`src/rtl/llc_req_arbiter.sv`:
```
// rtl/llc_req_arbiter.sv - snoop-priority request arbiter/sequencer for the LLC command port
// Optional statistics counters are built when ARB_STATS_EN is defined.
module llc_req_arbiter #(
  parameter int ADDR_W       = 32,
  parameter int FIFO_DEPTH   = 4,
  parameter int STARVE_LIMIT = 3
) (
  input  logic              clk,
  input  logic              rst_n,
  input  logic              cpu_valid,
  output logic              cpu_ready,
  input  logic [3:0]        cpu_op,
  input  logic [ADDR_W-1:0] cpu_addr,
  input  logic              snp_valid,
  output logic              snp_ready,
  input  logic [3:0]        snp_op,
  input  logic [ADDR_W-1:0] snp_addr,
  output logic              llc_valid,
  output logic [3:0]        llc_op,
  output logic [ADDR_W-1:0] llc_addr,
  input  logic              llc_hold,
  output logic              grant_snp,
  output logic              err_illegal,
  output logic              busy
`ifdef ARB_STATS_EN
  ,
  output logic [31:0]       stat_cpu_grants,
  output logic [31:0]       stat_snp_grants,
  output logic [31:0]       stat_hold_cycles,
  output logic [31:0]       stat_illegal
`endif
);

  localparam int AW = $clog2(FIFO_DEPTH);
  localparam int PW = AW + 1;
  localparam int SW = $clog2(STARVE_LIMIT + 1);

  typedef enum logic [1:0] {S_IDLE, S_ISSUE, S_HOLD} state_t;

  state_t state, state_nxt;

  logic [3:0]        cpu_op_mem   [FIFO_DEPTH];
  logic [ADDR_W-1:0] cpu_addr_mem [FIFO_DEPTH];
  logic [3:0]        snp_op_mem   [FIFO_DEPTH];
  logic [ADDR_W-1:0] snp_addr_mem [FIFO_DEPTH];

  logic [PW-1:0] cpu_wr, cpu_rd, snp_wr, snp_rd;
  logic [PW-1:0] cpu_cnt, snp_cnt, cpu_cnt_eff, snp_cnt_eff;
  logic [AW-1:0] cpu_head_idx, snp_head_idx;
  logic          cpu_full, snp_full;
  logic          cpu_hs, snp_hs, cpu_legal, snp_legal, cpu_push, snp_push;
  logic          pop_cpu, pop_snp;
  logic          barrier_clear, cpu_elig, snp_elig, starved;
  logic          pick_cpu, pick_snp;
  logic [3:0]    cpu_head_op;
  logic [SW-1:0] starve_cnt, starve_nxt;

  function automatic logic is_cpu_op(input logic [3:0] op);
    return (op == 4'd0) || (op == 4'd1) || (op == 4'd2) || (op == 4'd8) || (op == 4'd9);
  endfunction

  function automatic logic is_snp_op(input logic [3:0] op);
    return (op == 4'd3) || (op == 4'd4) || (op == 4'd5) || (op == 4'd6);
  endfunction

  assign cpu_full  = (cpu_wr[PW-1] != cpu_rd[PW-1]) && (cpu_wr[AW-1:0] == cpu_rd[AW-1:0]);
  assign snp_full  = (snp_wr[PW-1] != snp_rd[PW-1]) && (snp_wr[AW-1:0] == snp_rd[AW-1:0]);
  assign cpu_ready = !cpu_full;
  assign snp_ready = !snp_full;
  assign cpu_cnt   = cpu_wr - cpu_rd;
  assign snp_cnt   = snp_wr - snp_rd;

  assign cpu_hs    = cpu_valid && cpu_ready;
  assign snp_hs    = snp_valid && snp_ready;
  assign cpu_legal = is_cpu_op(cpu_op);
  assign snp_legal = is_snp_op(snp_op);
  assign cpu_push  = cpu_hs && cpu_legal;
  assign snp_push  = snp_hs && snp_legal;

  // The issuing entry stays at the head until the end of ISSUE, so the next
  // winner is chosen from the view with that entry already removed.
  assign pop_cpu      = (state == S_ISSUE) && !grant_snp;
  assign pop_snp      = (state == S_ISSUE) && grant_snp;
  assign cpu_cnt_eff  = cpu_cnt - PW'(pop_cpu);
  assign snp_cnt_eff  = snp_cnt - PW'(pop_snp);
  assign cpu_head_idx = cpu_rd[AW-1:0] + AW'(pop_cpu);
  assign snp_head_idx = snp_rd[AW-1:0] + AW'(pop_snp);
  assign cpu_head_op  = cpu_op_mem[cpu_head_idx];

  assign barrier_clear = (snp_cnt == '0) && !((state != S_IDLE) && grant_snp);
  assign cpu_elig      = (cpu_cnt_eff != '0) &&
                         (!((cpu_head_op == 4'd8) || (cpu_head_op == 4'd9)) || barrier_clear);
  assign snp_elig      = (snp_cnt_eff != '0);
  assign starved       = (starve_cnt == SW'(STARVE_LIMIT));

  always_comb begin
    state_nxt = state;
    pick_cpu  = 1'b0;
    pick_snp  = 1'b0;
    case (state)
      S_ISSUE: begin
        if (llc_hold) begin
          state_nxt = S_HOLD;
        end else begin
          pick_cpu  = cpu_elig && (starved || !snp_elig);
          pick_snp  = snp_elig && !pick_cpu;
          state_nxt = (pick_cpu || pick_snp) ? S_ISSUE : S_IDLE;
        end
      end
      default: begin
        pick_cpu  = cpu_elig && (starved || !snp_elig);
        pick_snp  = snp_elig && !pick_cpu;
        state_nxt = (pick_cpu || pick_snp) ? S_ISSUE : S_IDLE;
      end
    endcase
  end

  always_comb begin
    starve_nxt = starve_cnt;
    if (pick_cpu) begin
      starve_nxt = '0;
    end else if (cpu_cnt_eff == '0) begin
      starve_nxt = '0;
    end else if (pick_snp && !starved) begin
      starve_nxt = starve_cnt + SW'(1);
    end
  end

  always_ff @(posedge clk or negedge rst_n) begin
    if (!rst_n) begin
      state      <= S_IDLE;
      starve_cnt <= '0;
    end else begin
      state      <= state_nxt;
      starve_cnt <= starve_nxt;
    end
  end

  always_ff @(posedge clk or negedge rst_n) begin
    if (!rst_n) begin
      cpu_wr <= '0;
      cpu_rd <= '0;
      snp_wr <= '0;
      snp_rd <= '0;
    end else begin
      cpu_wr <= cpu_wr + PW'(cpu_push);
      cpu_rd <= cpu_rd + PW'(pop_cpu);
      snp_wr <= snp_wr + PW'(snp_push);
      snp_rd <= snp_rd + PW'(pop_snp);
    end
  end

  always_ff @(posedge clk) begin
    if (cpu_push) begin
      cpu_op_mem[cpu_wr[AW-1:0]]   <= cpu_op;
      cpu_addr_mem[cpu_wr[AW-1:0]] <= cpu_addr;
    end
    if (snp_push) begin
      snp_op_mem[snp_wr[AW-1:0]]   <= snp_op;
      snp_addr_mem[snp_wr[AW-1:0]] <= snp_addr;
    end
  end

  // op/addr only change on a grant, so HOLD and IDLE keep the last command visible.
  always_ff @(posedge clk or negedge rst_n) begin
    if (!rst_n) begin
      llc_op      <= '0;
      llc_addr    <= '0;
      grant_snp   <= 1'b0;
      err_illegal <= 1'b0;
    end else begin
      err_illegal <= (cpu_hs && !cpu_legal) || (snp_hs && !snp_legal);
      if (pick_cpu) begin
        llc_op    <= cpu_head_op;
        llc_addr  <= cpu_addr_mem[cpu_head_idx];
        grant_snp <= 1'b0;
      end else if (pick_snp) begin
        llc_op    <= snp_op_mem[snp_head_idx];
        llc_addr  <= snp_addr_mem[snp_head_idx];
        grant_snp <= 1'b1;
      end
    end
  end

  assign llc_valid = (state == S_ISSUE);
  assign busy      = (cpu_cnt != '0) || (snp_cnt != '0) || (state != S_IDLE);

`ifdef ARB_STATS_EN
  always_ff @(posedge clk or negedge rst_n) begin
    if (!rst_n) begin
      stat_cpu_grants  <= '0;
      stat_snp_grants  <= '0;
      stat_hold_cycles <= '0;
      stat_illegal     <= '0;
    end else begin
      if (pop_cpu && (stat_cpu_grants != '1))
        stat_cpu_grants <= stat_cpu_grants + 32'd1;
      if (pop_snp && (stat_snp_grants != '1))
        stat_snp_grants <= stat_snp_grants + 32'd1;
      if ((state == S_HOLD) && (stat_hold_cycles != '1))
        stat_hold_cycles <= stat_hold_cycles + 32'd1;
      if (err_illegal && (stat_illegal != '1))
        stat_illegal <= stat_illegal + 32'd1;
    end
  end
`endif

endmodule

```
`config.mk`:
```
export PLATFORM = sky130hd
export DESIGN_NAME = llc_req_arbiter
export DESIGN_NICKNAME = d
export VERILOG_FILES = /design/src/rtl/llc_req_arbiter.sv
export SDC_FILE = /design/constraint.sdc
export NUM_CORES = 1
export LEC_CHECK = 0
export ABC_AREA = 1
export BUFFER_PORTS_ARGS = -buffer_cell sky130_fd_sc_hd__buf_2
export CORE_ASPECT_RATIO = 0.75
export CORE_MARGIN = 4
export CORE_UTILIZATION = 45
export DETAILED_ROUTE_END_ITERATION = 6
export SETUP_SLACK_MARGIN = 0.1
export SYNTH_ARGS = -nofsm -noshare
export SYNTH_HDL_FRONTEND = slang
export SYNTH_SLANG_ARGS = --single-unit
```
`constraint.sdc`:
```
create_clock -name clk -period 5 [get_ports clk]
set_clock_uncertainty 0.1 [all_clocks]
set_input_delay 0.25 -clock clk [delete_from_list [all_inputs] [get_ports clk]]
set_output_delay 0.25 -clock clk [all_outputs]
set_load 0.01 [all_outputs]
```
==> run_results.csv <==
group,metric,value,unit
status,status,"complete, no violations",
clock_tree,clock-sinks,342,
sta,slew_viol_final,0,
global_route,grt_pass1_vias,8819,
detailed_routing,vias,9002,
finish,syn2layout_area_growth,20.6,%
clock_tree,clk_path_buf_depth,3,
die,pin_count,119,
finish,drive_gt1_frac,0.153,
clock_tree,clkSlewWorstSetupHoldPaths,0.06,ns
setup_path,cp.required,5.35,ns
detailed_routing,first_pass_iters,5,
power_and_ir_drop,p_leak,6.54,nW
synth,synth_cells,1151,
synth,synth_area_leaders,"edfxtp_1 (62%), dfrtp_1 (9.8%), o21ai_0 (6.1%)",
placed_design,gp_congestion,0.792,
synth,synth_top_area_frac,0.624,
sta,fin_crit_sh,0.737,
clock_tree,clk_latency,0.53,ns
setup_path,cp.buffers_inverters,3,
setup_path,cp-end-kind,"flop",
die,core,0.0303,sq mm
detailed_routing,wl_per_cell,17.8,um
sta,fin_setup_tns,0,ns
global_route,antenna_found_initial,0,
sta,relSlewSlack,0.293,
setup_path,critPathMostFrequentCell,"nand2_1",
placed_design,postPlaceCellArea,0.0148,sq mm
die,die_area,0.0337,sq mm
synth,synth-edff-count,288,
synth,synthFlopType,"edfxtp_1",
sta,max_freq,271,MHz
sta,holdWs,0.135,ns
die,dieWidth,211,um
detailed_routing,ant_nets,0,
synth,syn_area,0.0139,sq mm
setup_path,cpMaxStageDelayCell,"a21oi_4",
hold_path,hold_path_class,"input port to flop",
synth,yosysMostFrequentCell,"edfxtp_1",
detailed_routing,via_per_inst,5.11,
synth,async_reset_ff_frac,0.158,
setup_path,cp-start-kind,"flop",
synth,yosys.area.top_type,"edfxtp_1",
sta,rsz0062_at_grt,"no",
synth,syn_avg_cell_area,12.0,sq um
finish,num_antenna_cells,0,
detailed_routing,drc,0,
placed_design,hpwl,18900,um
clock_tree,cts_tree,"yes",
setup_path,critPathArrivalTime,4.03,ns
finish,stdcell_area,0.0167,sq mm
synth,synth_common_cells,"edfxtp_1 (288), nand2_1 (212), o21ai_0 (169)",
power_and_ir_drop,vdd_drop_max,0.372,mV
synth,yosysSeqAreaShare,0.722,
setup_path,critical_path.max_stage_delay,0.87,ns
die,rows,55,
sta,finalCriticalPeriod,3.69,ns
setup_path,critical_path_class,"flop to flop",
die,die_h,160,um
setup_path,cp_top_family,"simple AND/OR/NAND/NOR gates",
sta,worst_pin_slew,1.06,ns
synth,synth.yosys.warnings,0,
die,start_util,0.457,
detailed_routing,routed_wl,31400,um
sta,setup_viol,0,
synth,ys_types,32,
detailed_routing,drt_iter0_drc,658,
placed_design,port_buffers,118,
global_route,grt_max_degree,74,
synth,ys_ff_latch,342,
power_and_ir_drop,power_density,665,mW/mm^2
global_route,grt_use_total,0.184,
global_route,gr-total-overflow,0,
setup_path,path_cells,"inv_2 > nand4_2 > inv_1 > ha_1 > inv_1 > nand3_1 > nand2_1 > nor2_2 > nand2_2 > nand2_2 > a21oi_4 > nand2_1 > nand2_1",
sta,hold_violations,0,
clock_tree,cts_htree_levels,2,
global_route,grt_pass1_wl,49000,um
synth,synthesis.nets,1243,
setup_path,crit_fanout,38,
job,cap_violations,0,
finish,fin_nets,1429,
clock_tree,clockRootBuffer,"clkbuf_16",
clock_tree,numCtsBuffers,35,
==> stage by stage <==
step / util / total power (W) / cells / setup slack [ns]
after floorplan: - / 0.00724 / 1151 / 0.673
after global placement: 0.489 / 0.00850 / 1624 / 1.48
after detailed placement: 0.489 / 0.00862 / 1624 / 1.35
after CTS: 0.552 / 0.0112 / 1763 / 1.31
after global routing: 0.552 / 0.0121 / 1763 / 0.883
final: 0.552 / 0.0111 / 1763 / 1.31
==> tightest hold or removal path: cells and delay by family <==
kind | cells | cell delay (ns)
and+or+nand+nor | 2 | 0.32
AOI/OAI and AO/OA | 1 | 0.06
buffers and inverters | 1 | 0.08
==> registers in the layout (all words and copies together), names as in the netlist <==
register / flops
grant_snp: 1
err_illegal: 1
snp_op_mem: 16
state: 2
llc_op: 4
cpu_wr: 3
cpu_addr_mem: 128
llc_addr: 32
snp_rd: 3
snp_addr_mem: 128
starve_cnt: 2
cpu_op_mem: 16
snp_wr: 3
cpu_rd: 3
==> per-layer routing <==
layer  part of all wire  global-route usage  vias up
met5                  0                   0        -
met4              0.016              0.0377        0
met3              0.055              0.0363       47
met2               0.47               0.296      207
met1               0.46               0.264     4303
li1                   -                   -     4445
==> path summary, 6_finish.rpt <==
path,slack [ns],startpoint,end,depth (start not counted)
min reg2reg,0.38,llc_op[0],llc_op[0],2
max in group asynchronous,3.99,rst_n,llc_addr[7],3
max,1.31,grant_snp,llc_addr[0],13
max reg2reg,1.31,grant_snp,llc_addr[0],13
min,0.13,llc_hold,starve_cnt[1],4
min in group asynchronous,0.30,rst_n,llc_op[2],3
==> cells by family (layout without fill, tap and decap cells) <==
family,after synthesis,after routing,share of synthesized area
AOI/OAI and AO/OA,242,242,0.0919
and+or+nand+nor,409,409,0.125
buffers and inverters,136,349,0.0423
xor gates and xnor gates,7,7,0.00443
DFF,342,342,0.722
adders and majority gates,15,15,0.0146
==> layout by cell type (no fill, tap or decap), types with 2 or more instances in the layout <==
cell type	netlist	final
clkinv_1	2	4
inv_2	2	2
nand3_1	21	21
clkbuf_16	0	36
ha_1	13	12
nor2_1	114	114
bufinv_16	0	2
nand3b_1	3	3
clkbuf_1	48	13
nand2_1	212	212
xor2_1	7	7
dlygate4sd3_1	0	75
buf_4	3	20
nand4_1	38	38
a21oi_1	33	33
edfxtp_1	288	288
nand2_2	4	4
fa_1	2	2
nor3_2	0	8
inv_1	68	68
nand2_4	2	2
nor2_2	2	2
o22ai_1	37	37
clkinv_2	0	4
dfrtp_1	54	54
buf_2	3	118
clkbuf_8	0	5
o21ai_0	169	169
==> final cells by class <==
| cell class | count | area [sq um] |
|---|---|---|
| fillers | 2647 | 13600 |
| flip-flops and latches | 342 | 10000 |
| multi-input cells | 673 | 3310 |
| repair buffers | 213 | 1490 |
| clock buffers | 54 | 1020 |
| well taps | 399 | 499 |
| inverters | 72 | 270 |
| clock inverters | 10 | 113 |
==> power by group <==
group	switching [W]	internal (W)	total, W
logic	0.00328	0.00148	0.00476
registers	0.000241	0.00354	0.00378
clock network	0.00104	0.00151	0.00255
==> timing repair <==
item                                   4_1_cts  5_1_grt
hold buffers                                75        0
gates resized for setup                      0        0
endpoints found under the hold margin      343        0
buffers inserted                             0        0
(Power assumes the default switching activity.)
